**src/rtl/aes_enc_ctrl.sv**
```systemverilog
// aes_enc_ctrl
//   Round sequencer for the aes_enc datapath. Registers a plaintext/key pair
//   taken on a valid/ready handshake, steps aes_enc through the initial,
//   middle and final rounds, and holds the finished cipher on a valid/ready
//   output handshake.
//
// Parameters
//   NR            number of rounds: 10, 12 or 14 (AES-128/192/256 schedules)
//
// Ports
//   clk           clock, all state on rising edge
//   rst           asynchronous active-high reset
//   in_valid_i    plaintext/key pair offered
//   in_ready_o    block can accept a pair (IDLE only)
//   plain_text_i  plaintext in
//   key_i         cipher key in
//   plain_text_o  registered plaintext -> aes_enc plain_text_i
//   key_o         registered key -> aes_enc key_i
//   en_rnd_o      -> aes_enc en_rnd_i
//   full_enc_o    -> aes_enc full_enc_i (select plaintext)
//   zero_rnd_o    -> aes_enc zero_rnd_i (1 = apply key, 0 = add zero)
//   final_rnd_o   -> aes_enc final_rnd_i (bypass mixcolumns)
//   key_sel_o     -> aes_enc key_sel_i (1 = key_o, 0 = round key)
//   rnd_idx_o     round-key index to the key store
//   out_valid_o   aes_enc cipher_o holds the final cipher
//   out_ready_i   downstream accepts the cipher
//   busy_o        sequencer is not idle
module aes_enc_ctrl #(
  parameter int unsigned NR = 10
) (
  input  logic         clk,
  input  logic         rst,
  input  logic         in_valid_i,
  output logic         in_ready_o,
  input  logic [127:0] plain_text_i,
  input  logic [127:0] key_i,
  output logic [127:0] plain_text_o,
  output logic [127:0] key_o,
  output logic         en_rnd_o,
  output logic         full_enc_o,
  output logic         zero_rnd_o,
  output logic         final_rnd_o,
  output logic         key_sel_o,
  output logic [3:0]   rnd_idx_o,
  output logic         out_valid_o,
  input  logic         out_ready_i,
  output logic         busy_o
);

  typedef enum logic [1:0] {
    IDLE,
    INIT,
    RUN,
    DONE
  } state_t;

  localparam logic [3:0] LAST_RND = 4'(NR);

  state_t     state;
  state_t     state_next;
  logic [3:0] round;
  logic [3:0] round_next;
  logic       phase;
  logic       phase_next;
  logic       accept;

  // A pair is taken only while idle; in_valid_i is ignored otherwise.
  always_comb begin
    accept = (state == IDLE) && in_valid_i;
  end

  // State, round counter and phase registers.
  always_ff @(posedge clk or posedge rst) begin
    if (rst) begin
      state <= IDLE;
      round <= '0;
      phase <= 1'b0;
    end else begin
      state <= state_next;
      round <= round_next;
      phase <= phase_next;
    end
  end

  // Holding registers for the operands feeding aes_enc.
  always_ff @(posedge clk or posedge rst) begin
    if (rst) begin
      plain_text_o <= '0;
      key_o        <= '0;
    end else if (accept) begin
      plain_text_o <= plain_text_i;
      key_o        <= key_i;
    end
  end

  // Next-state logic. Each middle/final round spans a fill cycle (phase 0)
  // and a commit cycle (phase 1) because the aes_enc loop is two registers
  // deep; the round counter only advances after a commit.
  always_comb begin
    state_next = state;
    round_next = round;
    phase_next = phase;
    unique case (state)
      IDLE: begin
        if (accept) begin
          state_next = INIT;
        end
      end
      INIT: begin
        state_next = RUN;
        round_next = 4'd1;
        phase_next = 1'b0;
      end
      RUN: begin
        phase_next = ~phase;
        if (phase) begin
          if (round == LAST_RND) begin
            state_next = DONE;
          end else begin
            round_next = round + 4'd1;
          end
        end
      end
      DONE: begin
        if (out_ready_i) begin
          state_next = IDLE;
          round_next = '0;
          phase_next = 1'b0;
        end
      end
      default: begin
        state_next = IDLE;
        round_next = '0;
        phase_next = 1'b0;
      end
    endcase
  end

  // Moore output decode from registered state, round and phase.
  always_comb begin
    in_ready_o  = 1'b0;
    busy_o      = 1'b1;
    en_rnd_o    = 1'b0;
    full_enc_o  = 1'b0;
    zero_rnd_o  = 1'b0;
    final_rnd_o = 1'b0;
    key_sel_o   = 1'b0;
    rnd_idx_o   = '0;
    out_valid_o = 1'b0;
    unique case (state)
      IDLE: begin
        in_ready_o = 1'b1;
        busy_o     = 1'b0;
      end
      INIT: begin
        // Initial AddRoundKey: aes_enc captures plaintext ^ key directly.
        en_rnd_o    = 1'b1;
        full_enc_o  = 1'b1;
        zero_rnd_o  = 1'b1;
        final_rnd_o = 1'b1;
        key_sel_o   = 1'b1;
      end
      RUN: begin
        en_rnd_o    = 1'b1;
        zero_rnd_o  = phase;
        final_rnd_o = phase && (round == LAST_RND);
        rnd_idx_o   = round;
      end
      DONE: begin
        // en_rnd_o stays low so aes_enc holds the cipher.
        out_valid_o = 1'b1;
      end
      default: begin
        busy_o = 1'b0;
      end
    endcase
  end

endmodule
```
**config.mk**
```make
export PLATFORM = sky130hd
export DESIGN_NAME = aes_enc_ctrl
export DESIGN_NICKNAME = d
export VERILOG_FILES = /design/src/rtl/aes_enc_ctrl.sv
export SDC_FILE = /design/constraint.sdc
export NUM_CORES = 1
export LEC_CHECK = 0
export CAP_MARGIN = 20
export CORE_AREA = 5 5 200 202
export DETAILED_ROUTE_END_ITERATION = 10
export DIE_AREA = 0 0 205 207
export GPL_ROUTABILITY_DRIVEN = 0
export HOLD_SLACK_MARGIN = 0.03
export PLACE_DENSITY = 0.61
export SKIP_LAST_GASP = 1
export SLEW_MARGIN = 30
export SYNTH_ARGS = -nofsm -noshare
export SYNTH_HDL_FRONTEND = slang
export SYNTH_SLANG_ARGS = --single-unit
```
**constraint.sdc**
```tcl
create_clock -name clk -period 18.11 [get_ports clk]
set_input_delay 3.622 -clock clk [delete_from_list [all_inputs] [get_ports clk]]
set_output_delay 3.622 -clock clk [all_outputs]
set_load 0.005 [all_outputs]
```
# Word-level counts from Yosys, hierarchy flattened
# Index checks and enable logic that the tools add are counted.
[word_totals]
ff_bits = 263
latchBits = 0
ramBits = 0
romBits = 0
in_bits = 260
out_inout_bits = 268
elab_cells = 43
n_memories = 0
[classes]
add_sub_neg = 1
n_mul = 0
div = 0
order_cmp = 0
eq_ne = 9
n_shift = 0
muxes = 19
bitwise_logic = 1
n_reduce_logical = 8
[op_table]
columns = ["cell", "count"]
rows = [
  ["$mux 4", 4],
  ["$pmux 4 s3", 1],
  ["$ne 2x2->1 const B", 5],
  ["$mux 2", 4],
  ["$pmux 2 s4", 1],
  ["$reduce_and 4->1", 2],
  ["$mux 1", 6],
  ["$add 4x1->4 const B", 1],
  ["$eq 2x2->1 const B", 2],
  ["$eq 4x4->1 const B", 1],
  ["$pmux 1 s2", 2],
  ["$pmux 1 s3", 1],
  ["$reduce_bool 3->1", 1],
  ["$eq 2x1->1 const B", 1],
  ["$logic_and 1x1->1", 2],
  ["$logic_not 2->1", 1],
  ["$reduce_and 2->1", 1],
  ["$reduce_or 2->1", 1],
  ["$not 1->1", 1],
]

# Depth between registers and ports, before layout
# Gate-level depths: netlist (run 1).
[logic_depth]
word_depth = 4
mapped_depth = 6
mapped_depth_nobuf = 5

# Worst setup path before layout (run 1)
# No wires, ideal clock.
[synth_path]
path_kind = "flip-flop to output port"
from = "register state[0]"
to = "output port rnd_idx_o[1]"
t_arrival_ns = 1.200
required_ns = 14.488
setup_slack_ns = 13.288
stages_incl_launch_ff = 5
n_path_buf = 1
cell_sequence = "dfrtp_1 -> inv_1 -> ha_1 -> clkbuf_1 -> and2_1"
[synth_between]
elab_chain_cells = 2
[synth_lines]
columns = ["element", "line_no", "rtl"]
rows = [
  ["start: declaration", "59", "state_t state;"],
  ["start signal: assignment", "79", "state <= state_next;"],
  ["$eq 2x2->1", "150", "unique case (state)"],
  ["$mux 4", "150", ""],
  ["end: declaration", "44", "output logic [3:0] rnd_idx_o,"],
]
# Every way passes these cells.

# Final worst setup path (run 1)
[layout_path]
from = "input port in_valid_i"
to = "register key_o[65]"
[layout_between]
elab_chain_cells = 1
[layout_lines]
columns = ["element", "line_no", "rtl"]
rows = [
  ["start: declaration", "33", "input logic in_valid_i,"],
  ["$logic_and 1x1->1", "69", "accept = (state == IDLE) && in_valid_i;"],
  ["end signal: assignment", "92", "key_o <= key_i;"],
  ["end: declaration", "38", "output logic [127:0] key_o,"],
]
# Every way passes these cells.
# A chain may end at the register's enable or synchronous reset.

==> results of run 1 <==
==> layout make-up <==
cell class | instances | share of cell area
sequential | 263 | 0.390
timing repair buffer | 532 | 0.315
multi-input combinational | 299 | 0.193
clock buffer | 38 | 0.0499
tap | 518 | 0.0384
clock inverter | 15 | 0.0116
inverter | 6 | 0.00207
==> worst max-delay path, stage by stage <==
cell and delay [ns]:
clkdlybuf4s50_1 0.47, nand2_4 0.66, buf_4 0.83, buf_4 0.71
mux2_2 0.41
==> per-layer routing <==
layer / vias up / part of all wire / GRT usage
li1: 3184 / - / -
met5: - / 0 / 0
met2: 258 / 0.52 / 0.257
met3: 58 / 0.075 / 0.0419
met4: 0 / 0.030 / 0.0474
met1: 3530 / 0.38 / 0.170
==> synthesized netlist by cell type, drive strengths merged <==
cell type	number
a2111oi	3
a21oi	1
a31oi	1
and2	4
and2b	1
and3b	1
buf	29
clkbuf	1
dfrtp	263
ha	7
inv	6
mux2	258
nand2	2
nand3	1
nand3b	3
nand4b	1
nor2	2
nor2b	4
o211ai	1
o21a	2
o21ai	1
o22ai	2
o31ai	1
o41ai	1
or3	1
or4	1
==> sequential cells by signal (all words and copies together), names as in the netlist <==
name	cells
key_o	128
round	4
plain_text_o	128
phase	1
state	2
==> how the worst min path moves through the flow <==
stage,start,end,cells past startpoint
floorplan,phase,phase,1
global placement,plain_text_o[123],plain_text_o[123],1
detailed placement,plain_text_o[2],plain_text_o[2],1
CTS,key_o[65],key_o[65],1
global route,plain_text_o[1],plain_text_o[1],1
finish,key_o[57],key_o[57],1
==> report_power, final <==
| part | total [W] | internal [W] | switching [W] |
|---|---|---|---|
| logic | 0.00127 | 0.000864 | 0.000408 |
| registers | 0.00104 | 0.000889 | 0.000155 |
| clock network | 0.000634 | 0.000384 | 0.000250 |
==> stage by stage <==
step	setup WS, ns	total power, W	hold slack, ns	cell area [sq um]	utilization
floorplan	7.25	0.00152	0.495	10000	-
global placement	11.05	0.00233	0.486	15800	0.416
detailed placement	11.04	0.00235	0.492	15800	0.416
CTS	11.62	0.00301	0.505	16900	0.443
global route	11.43	0.00313	0.514	16900	0.443
finish	11.64	0.00295	0.502	16900	0.443
==> cells by family after synthesis <==
| logic type | count (synthesis) | share of synthesized area |
|---|---|---|
| buffers and inverters | 36 | 0.0174 |
| muxes | 258 | 0.290 |
| DFF | 263 | 0.657 |
| and+or+nand+nor | 21 | 0.0151 |
| adders and majority gates | 7 | 0.00874 |
| AOI/OAI and AO/OA | 13 | 0.0112 |
==> reports/metrics.cfg, run 1 <==
[routing]
dr.first_iter.drc_count=185
routed_wl_um=31800
vias=7030
routedWlPerCell_um=19.0
drc=0
viasPerCell=4.21
detail-route-antenna-nets=0
dr.pass1.iters=4

[floorplan]
core_area_sq_mm=0.0381
initial_core_util=0.263
die_w_um=205
die_area_sq_mm=0.0424
rows=72
io_pins=528
die-height_um=207

[worst_setup_path]
crit_end=key_o[65]
r2r_cells=6
r2r-end=key_o[65]
arrival_ns=6.90
cp-startpoint=in_valid_i
regToRegSetupSlack_ns=14.40
critPathRequiredTime_ns=18.54
path_class=in2reg
crit_fanout=70
end_kind=register
cp-start-kind=primary input
reg2reg_from=state[0]

[finish]
fin_nets=1399
drive_gt1_frac=0.278
syn_to_final_growth_pct=68.6
antennaDiodeCount=0
fill_cells=3563
final-seq-area_sq_mm=0.00658
stdcell_count=1671
final_cell_mix=527 x clkdlybuf4s50_1, 263 x dfrtp_1, 257 x mux2_2
final_common_cell=clkdlybuf4s50_1
multi_input_area_sq_mm=0.00327

[global_route]
first_global_vias=7759
overflow=0
grt_start_max_net_pins=123
antenna_found_initial=0
grt_usage=0.146
grt_pass1_wl_um=48600

[sta]
max_freq_mhz=155
tightest_slew_ns=0.940
setup_viol=0
fin_setup_tns_ns=0
min_period_ns=6.47
skew_ns=0.00913
rsz0062_at_grt=no
hold_viol_final=0
relSlewSlack=0.373
slew_viol_final=0
fin_crit_sh=0.357

[clock_tree]
cts_sinks=263
htree_levels=1
tritoncts=built
worstSkewPairLatency_ns=0.56
cts_buffers=30
ctsHoldBuffers=0
cts_resized=0
cts.reportedPaths.clkPinSlew_ns=0.06
post_cts_buffers=0
cts_buffer_depth=3
cts_root_buf=clkbuf_16

[synth]
synth_top_area_share=0.657
synthTopCellsByArea=dfrtp_1 66%, mux2_2 29%, buf_2 1.4%
synth-seq-cells=263
synth-warning-count=0
syn_area_sq_mm=0.0100
syn_inst=598
synth_cell_types=32
ys_seq_area_frac=0.657
synth.largest_area_cell=dfrtp_1
synth_nets=865
synth_area_per_cell_sq_um=16.7

[power]
leakage_nw=6.99
power_density_mw_per_mm2=175
vdd_drop_max_mv=0.0900

[placement]
placedCellCount=1618
numPortBuffers=527
dp.final_hpwl_um=23900

[run_status]
status=finished clean

[flow_run]
drv_cap=0

[hold_path]
hold_path.class=reg2reg

(Power assumes the default switching activity.)
==> run 2, diff against run 1 <==
PLACE_DENSITY = 0.63   (was 0.61)
clock period = 5.31 ns   (was 18.11 ns; I/O delays follow)
==> run 2 against run 1 <==
- setup slack got worse by 9.9 ns
- critical path type is now reg2out
- clock skew down 0.0039 ns
- clock power rose to 3.2 times the previous value
- register-to-register slack worse by 12 ns
==> reports/metrics.cfg, run 2 (synthesized netlist as in run 1, its figures left out) <==
[sta]
skew_ns=0.00521  ; was 0.00913 ns
fin_crit_sh=0.681
hold_viol_final=0  ; unchanged
relSlewSlack=0.456  ; was 0.373
fin_setup_tns_ns=0  ; unchanged
min_period_ns=3.61
setup_viol=0  ; unchanged
rsz0062_at_grt=no  ; unchanged
tightest_slew_ns=0.816  ; was 0.940 ns
setup_slack_ns=1.70  ; was 11.64 ns
slew_viol_final=0  ; unchanged
max_freq_mhz=277

[finish]
final_cell_mix=527 x clkdlybuf4s50_1, 263 x dfrtp_1, 257 x mux2_2  ; unchanged
final_common_cell=clkdlybuf4s50_1  ; unchanged
syn_to_final_growth_pct=68.8  ; was 68.6%
drive_gt1_frac=0.278  ; about the same
largest_registers=key_o (128), plain_text_o (128), round (4)  ; unchanged
fin_nets=1404  ; was 1,399

[placement]
numPortBuffers=527  ; unchanged
preCtsSetupSlack_ns=1.96  ; was 11.04 ns
dp.final_hpwl_um=24100  ; was 23,900 um

[global_route]
overflow=0  ; unchanged
first_global_vias=7760  ; was 7,759
grt_start_max_net_pins=130  ; was 123
grt_pass1_wl_um=48000  ; was 48,600 um
grtUsageMet2=0.253  ; was 0.257
grt_usage=0.145  ; was 0.146
antenna_found_initial=0  ; unchanged
met3_usage=0.0452  ; was 0.0419
busiest_layer=met2  ; unchanged
gr-usage-met1=0.165  ; was 0.170

[floorplan]
die_w_um=205  ; unchanged
core_area_sq_mm=0.0381  ; unchanged
io_pins=528  ; unchanged
die_area_sq_mm=0.0424  ; unchanged
die-height_um=207  ; unchanged
rows=72  ; unchanged
initial_core_util=0.263  ; unchanged

[clock_tree]
cts_buffer_depth=3  ; unchanged
worstSkewPairLatency_ns=0.56  ; about the same
post_cts_buffers=0  ; unchanged
cts_resized=0  ; unchanged
cts_root_buf=clkbuf_16  ; unchanged
cts_sinks=263  ; unchanged
cts_buffers=31  ; was 30
tritoncts=built  ; unchanged
cts.reportedPaths.clkPinSlew_ns=0.06  ; about the same
ctsHoldBuffers=0  ; unchanged
htree_levels=1  ; unchanged

[worst_setup_path]
crit_fanout=16  ; was 70
critPathRequiredTime_ns=4.25  ; was 18.54 ns
cp-start-kind=register  ; was primary input
arrival_ns=2.55  ; was 6.90 ns
end_kind=output port  ; was register
path_class=reg2out  ; was in2reg

[routing]
vias=7083  ; was 7,030
viasPerCell=4.23  ; was 4.21
routedWlPerCell_um=18.9  ; was 19.0 um
dr.first_iter.drc_count=267  ; was 185
detail-route-antenna-nets=0  ; unchanged
dr.pass1.iters=4  ; unchanged
drc=0  ; unchanged
routed_wl_um=31700  ; was 31,800 um

[hold_path]
hold_path.class=reg2reg  ; unchanged

[run_status]
status=finished clean  ; unchanged

[flow_run]
drv_cap=0  ; unchanged

[power]
power_density_mw_per_mm2=592  ; was 175 mW/mm^2
vdd_drop_max_mv=0.350  ; was 0.0900 mV
leakage_nw=7.01  ; was 6.99 nW

[run 2: final cells by class]
class / count / area [sq um]
Clock buffer: 43 / 891
Clock inverter: 8 / 90.1
Fill cell: 3547 / 21200
Sequential cell: 263 / 6580
Inverter: 6 / 26.3
Tap cell: 518 / 648
Multi-Input combinational cell: 299 / 3280
Antenna cell: 1 / 2.50
Timing Repair Buffer: 536 / 5390
[run 2: metrics by stage]
step	std cells	power (W)	utilization	hold slack (ns)	area [sq um]
after floorplan	598	0.00519	-	0.495	10000
after global placement	1622	0.00797	0.418	0.485	15900
after detailed placement	1622	0.00805	0.418	0.491	15900
after CTS	1673	0.0102	0.443	0.504	16900
after global routing	1673	0.0106	0.444	0.509	16900
final	1674	0.0100	0.444	0.500	16900
[run 2: path summary, 6_finish.rpt]
kind / end / startpoint / slack, ns / depth (start not counted)
max: final_rnd_o / state[0] / 1.70 / 6
max in group asynchronous: key_o[75] / rst / 3.47 / 3
max reg2reg: key_o[45] / state[0] / 2.73 / 5
min in group asynchronous: round[3] / rst / 0.81 / 2
min reg2reg: key_o[0] / key_o[0] / 0.50 / 1
min: key_o[0] / key_o[0] / 0.50 / 1
[run 2: where the power goes]
part | switching [W] | internal, W | leakage [nW]
logic | 0.00142 | 0.00296 | 3.41
clock network | 0.000807 | 0.00125 | 0.490
registers | 0.000530 | 0.00304 | 3.11
total | 0.00275 | 0.00725 | 7.01
[run 2: metal layers]
metal / vias up / routed length [um]
met5: - / 0
met4: 0 / 1280
met3: 74 / 2390
met2: 269 / 16200
met1: 3541 / 11800
li1: 3199 / -
[run 2: worst max-delay path, stage by stage (launching register included)]
cell and delay (ns):
dfrtp_1 0.41, inv_1 0.12, ha_1 0.51, a21oi_1 0.14, nor2b_1 0.17, o21a_1 0.14
clkdlybuf4s50_1 0.51
==> run 3, diff against run 2 <==
clock period = 3.2 ns   (was 5.31 ns; I/O delays follow)
==> run 3 against run 2 <==
- final cell count up 0.96%
- cell area grew 0.91%
- clock-buffer cell count is 4 higher
- critical endpoint unchanged
- critical path type unchanged
- sequential share of layout area decreased by 0.35 points
- highest routed layer unchanged
- clock skew is 0.0024 ns higher
==> reports/metrics.cfg, run 3 (synthesized netlist as in run 1, its figures left out) <==
[routing]
routedWlPerCell_um=19.0  ; was 18.9 um
dr.first_iter.drc_count=178  ; was 267
routed_wl_um=32200  ; was 31,700 um
dr.pass1.iters=4  ; unchanged
detail-route-antenna-nets=0  ; unchanged
vias=7087  ; was 7,083
viasPerCell=4.19  ; was 4.23
drc=0  ; unchanged

[sta]
slew_viol_final=0  ; unchanged
max_freq_mhz=340
relSlewSlack=0.481  ; was 0.456
setup_slack_ns=0.257  ; was 1.70 ns
tightest_slew_ns=0.778  ; was 0.816 ns
hold_viol_final=0  ; unchanged
min_period_ns=2.94
rsz0062_at_grt=no  ; unchanged
fin_crit_sh=0.920
skew_ns=0.00763  ; was 0.00521 ns
setup_viol=0  ; unchanged

[global_route]
grt_usage=0.146  ; was 0.145
met3_usage=0.0427  ; was 0.0452
antenna_found_initial=1  ; was 0
gr-usage-met1=0.171  ; was 0.165
busiest_layer=met2  ; unchanged
grt_pass1_wl_um=48500  ; was 48,000 um
grt_start_max_net_pins=85  ; was 130
first_global_vias=7718  ; was 7,760
grtUsageMet2=0.258  ; was 0.253
overflow=0  ; unchanged

[hold_path]
hold_path.class=reg2reg  ; unchanged
worstHoldStart=key_o[23]  ; was key_o[0]

[power]
leakage_nw=7.09  ; was 7.01 nW
power_density_mw_per_mm2=974  ; was 592 mW/mm^2
vdd_drop_max_mv=0.458  ; was 0.350 mV

[clock_tree]
cts_sinks=263  ; unchanged
cts_root_buf=clkbuf_16  ; unchanged
cts.reportedPaths.clkPinSlew_ns=0.06  ; about the same
cts_buffer_depth=3  ; unchanged
worstSkewPairLatency_ns=0.55  ; was 0.56 ns
tritoncts=built  ; unchanged
post_cts_buffers=0  ; unchanged
ctsHoldBuffers=0  ; unchanged
cts_resized=0  ; unchanged
htree_levels=1  ; unchanged
cts_buffers=31  ; unchanged

[worst_setup_path]
path_class=reg2out  ; unchanged
crit_fanout=16  ; unchanged
slowest_stage=clkdlybuf4s50_1  ; was ha_1
critPathRequiredTime_ns=2.56  ; was 4.25 ns
slowest_delay_ns=0.50  ; was 0.51 ns
path_cells=inv_1 -> ha_1 -> buf_4 -> a21oi_1 -> nor2b_1 -> o21a_1 -> clkdlybuf4s50_1  ; was inv_1 -> ha_1 -> a21oi_1 -> nor2b_1 -> o21a_1 -> clkdlybuf4s50_1
reg2reg_from=state[0]  ; unchanged
end_kind=output port  ; unchanged
arrival_ns=2.30  ; was 2.55 ns
cp-start-kind=register  ; unchanged
cp-startpoint=state[0]  ; unchanged

[floorplan]
io_pins=528  ; unchanged
initial_core_util=0.263  ; unchanged
die-height_um=207  ; unchanged
die_w_um=205  ; unchanged
die_area_sq_mm=0.0424  ; unchanged
core_area_sq_mm=0.0381  ; unchanged
rows=72  ; unchanged

[finish]
final_cell_mix=527 x clkdlybuf4s50_1, 263 x dfrtp_1, 257 x mux2_2  ; unchanged
stdcell_count=1690  ; was 1,674
syn_to_final_growth_pct=70.4  ; was 68.8%
largest_registers=key_o (128), plain_text_o (128), round (4)  ; unchanged
drive_gt1_frac=0.286  ; was 0.278
fill_cells=3489  ; was 3,547
final_common_cell=clkdlybuf4s50_1  ; unchanged
fin_nets=1419  ; was 1,404

[flow_run]
drv_cap=0  ; unchanged

[placement]
numPortBuffers=527  ; unchanged
dp.final_hpwl_um=25100  ; was 24,100 um
preCtsSetupSlack_ns=0.803  ; was 1.96 ns
placedCellCount=1637  ; was 1,622

[run_status]
status=finished clean  ; unchanged

-- run 3: where the power goes --
| part | total [W] | switching (W) | internal (W) |
|---|---|---|---|
| clock network | 0.00338 | 0.00134 | 0.00205 |
| registers | 0.00590 | 0.000864 | 0.00504 |
| logic | 0.00733 | 0.00236 | 0.00497 |
-- run 3: critical path, delay by kind of cell, from the launching register on --
family          cells  cell delay, ns
flops               1            0.41
buf+inv             3            0.81
simple gates        1            0.15
compound gates      2            0.24
fa+ha+maj           1            0.15
-- run 3: path summary, 6_finish.rpt --
check                      depth (start not counted)  slack [ns]                end
min reg2reg                                        1        0.50          key_o[23]
min                                                1        0.50          key_o[23]
min in group asynchronous                          2        0.59          key_o[49]
max                                                7        0.26        final_rnd_o
max reg2reg                                        5        1.06  plain_text_o[122]
max in group asynchronous                          3        1.85   plain_text_o[12]
-- run 3: layout make-up --
class	count	area [sq um]	share of cell area
antenna	1	2.50	0.000147
clock buffer	47	926	0.0543
multi-input combinational	299	3270	0.192
tap	518	648	0.0380
sequential	263	6580	0.386
timing repair buffer	551	5560	0.326
inverter	6	26.3	0.00154
clock inverter	5	55.1	0.00323
-- run 3: metrics by stage --
step                      power, W  setup TNS [ns]  hold WS, ns  cell area (sq um)  utilization
final                       0.0166               0        0.501              17100        0.448
after global routing        0.0176               0        0.512              17100        0.448
after CTS                   0.0169               0        0.504              17100        0.448
after detailed placement    0.0134               0        0.491              16100        0.422
after global placement      0.0133               0        0.486              16100        0.422
after floorplan            0.00862         -239.21        0.495              10000            -
-- run 3: layer usage --
| layer | part of all wire | vias to the layer above |
|---|---|---|
| met2 | 0.52 | 250 |
| met3 | 0.078 | 54 |
| met1 | 0.37 | 3563 |
| li1 | - | 3220 |
| met4 | 0.031 | 0 |
| met5 | 0 | - |
==> variant (settings of run 3) <==
Set the parameter `NR` to 5 (it was 10). Comments in the files are not updated.
--- a/src/rtl/aes_enc_ctrl.sv
+++ b/src/rtl/aes_enc_ctrl.sv
@@ -26,7 +26,7 @@
 //   out_ready_i   downstream accepts the cipher
 //   busy_o        sequencer is not idle
 module aes_enc_ctrl #(
-  parameter int unsigned NR = 10
+  parameter int unsigned NR = 5
 ) (
   input  logic         clk,
   input  logic         rst,
Check against the original RTL: same outputs for any inputs over 4 cycles, from zero or initial values and one cycle with rst high; that may be too few to reach the edited logic, so the function may still have changed.
==> variant against run 3 <==
  * Utilization decreased by 0.21 points
  * Area after synthesis about the same
  * Total power decreased by 1.0%
  * Worst setup slack improved by 28 ps
  * Sequential power about the same
  * Sequential cell count unchanged
  * Largest cell class unchanged
  * Final area decreased by 0.48%
  * Critical path type unchanged
  * Critical path depth decreased by 1
  * Sequential share of layout area increased by 0.18 points
  * Wire length decreased by 2.5%
  * Final cell count decreased by 0.36%
  * Largest power group unchanged
==> variant: results (changes against run 3) <==
Layout
  • Multi-In Gates: 298 (-0.33%)
  • Diode count: 0 (-1)
  • Final nets: 1414 (-0.35%)
  • Layout cell share with drive strength beyond 1: 28.3% (-0.31 points)
  • Clock-cell share of area: 5.44% (-0.31 points)
  • Buffers excl. clock: 548 (-0.54%)
  • Sequential share of cell area: 38.8% (+0.18 points)

Yosys
  • Yosys cell types: 33 (+3.1%)
  • Adder-Cell Fraction of Synth Area: 0.874% (about the same)
  • Syn Nets: 864 (-0.12%)
  • Post-Synthesis Cells: 597 (-0.17%)
  • Multiplexer share of the synthesized area: 29.0% (-0.048 points)

Placement
  • Hpwl dp: 24200 µm (-3.6%)
  • Placed Cells: 1633 (-0.24%)

GRT
  • First-pass GRT wire length: 48600 µm (+0.30%)
  • Antenna violations before repair: 0 (-1)
  • M3 GR Usage: 5.66% (+1.4 points)
  • Vias in the first global route: 8013 (+3.8%)
  • Met1 Use GR: 16.4% (-0.62 points)

Route
  • Vias after detailed routing: 7068 (-0.27%)
  • WL met1: 11600 µm (-3.8%)
  • Met2 WL: 15900 µm (-4.8%)
  • Met3 wire len: 3060 µm (+21%)
  • DR iter-0 viols: 222 (+25%)

STA
  • Fin Clk Skew: 17.7 ps (+10.0 ps)
  • Max_slew headroom: 53.4% (+5.4 points)

Status
  • Status: finished clean

Setup path
  • Crit Path Max Fanout: 10 (-6)

Power and ir drop
  • P_sw: 4.54 mW (-0.64%)
  • Worst vdd ir: 581 µV (+27%)
-- variant: power groups by stage --
| stage | Sequential (mW) | Clock, mW | Combinational (mW) |
|---|---|---|---|
| finish | 5.89 | 3.26 | 7.31 |
| global route | 6.13 | 3.52 | 7.82 |
| CTS | 5.91 | 3.38 | 7.47 |
| detailed placement | 5.94 | 0 | 7.43 |
| global placement | 5.88 | 0 | 7.36 |
| floorplan | 6.02 | 0 | 2.61 |
-- variant: path summary, 6_finish.rpt --
kind / endpoint / slack (ps)
max in group asynchronous: key_o[83] / 1780
min in group asynchronous: key_o[69] / 560
hold / removal: plain_text_o[61] / 500
hold reg to reg: plain_text_o[61] / 500
setup reg to reg: plain_text_o[40] / 1160
setup / recovery: final_rnd_o / 280
-- variant: repair_timing --
item                                   in CTS  in global routing
endpoints found under the hold margin       0                  0
setup buffers                               0                  0
gates resized for setup                     0                  1
setup endpoints to repair                   0                  1
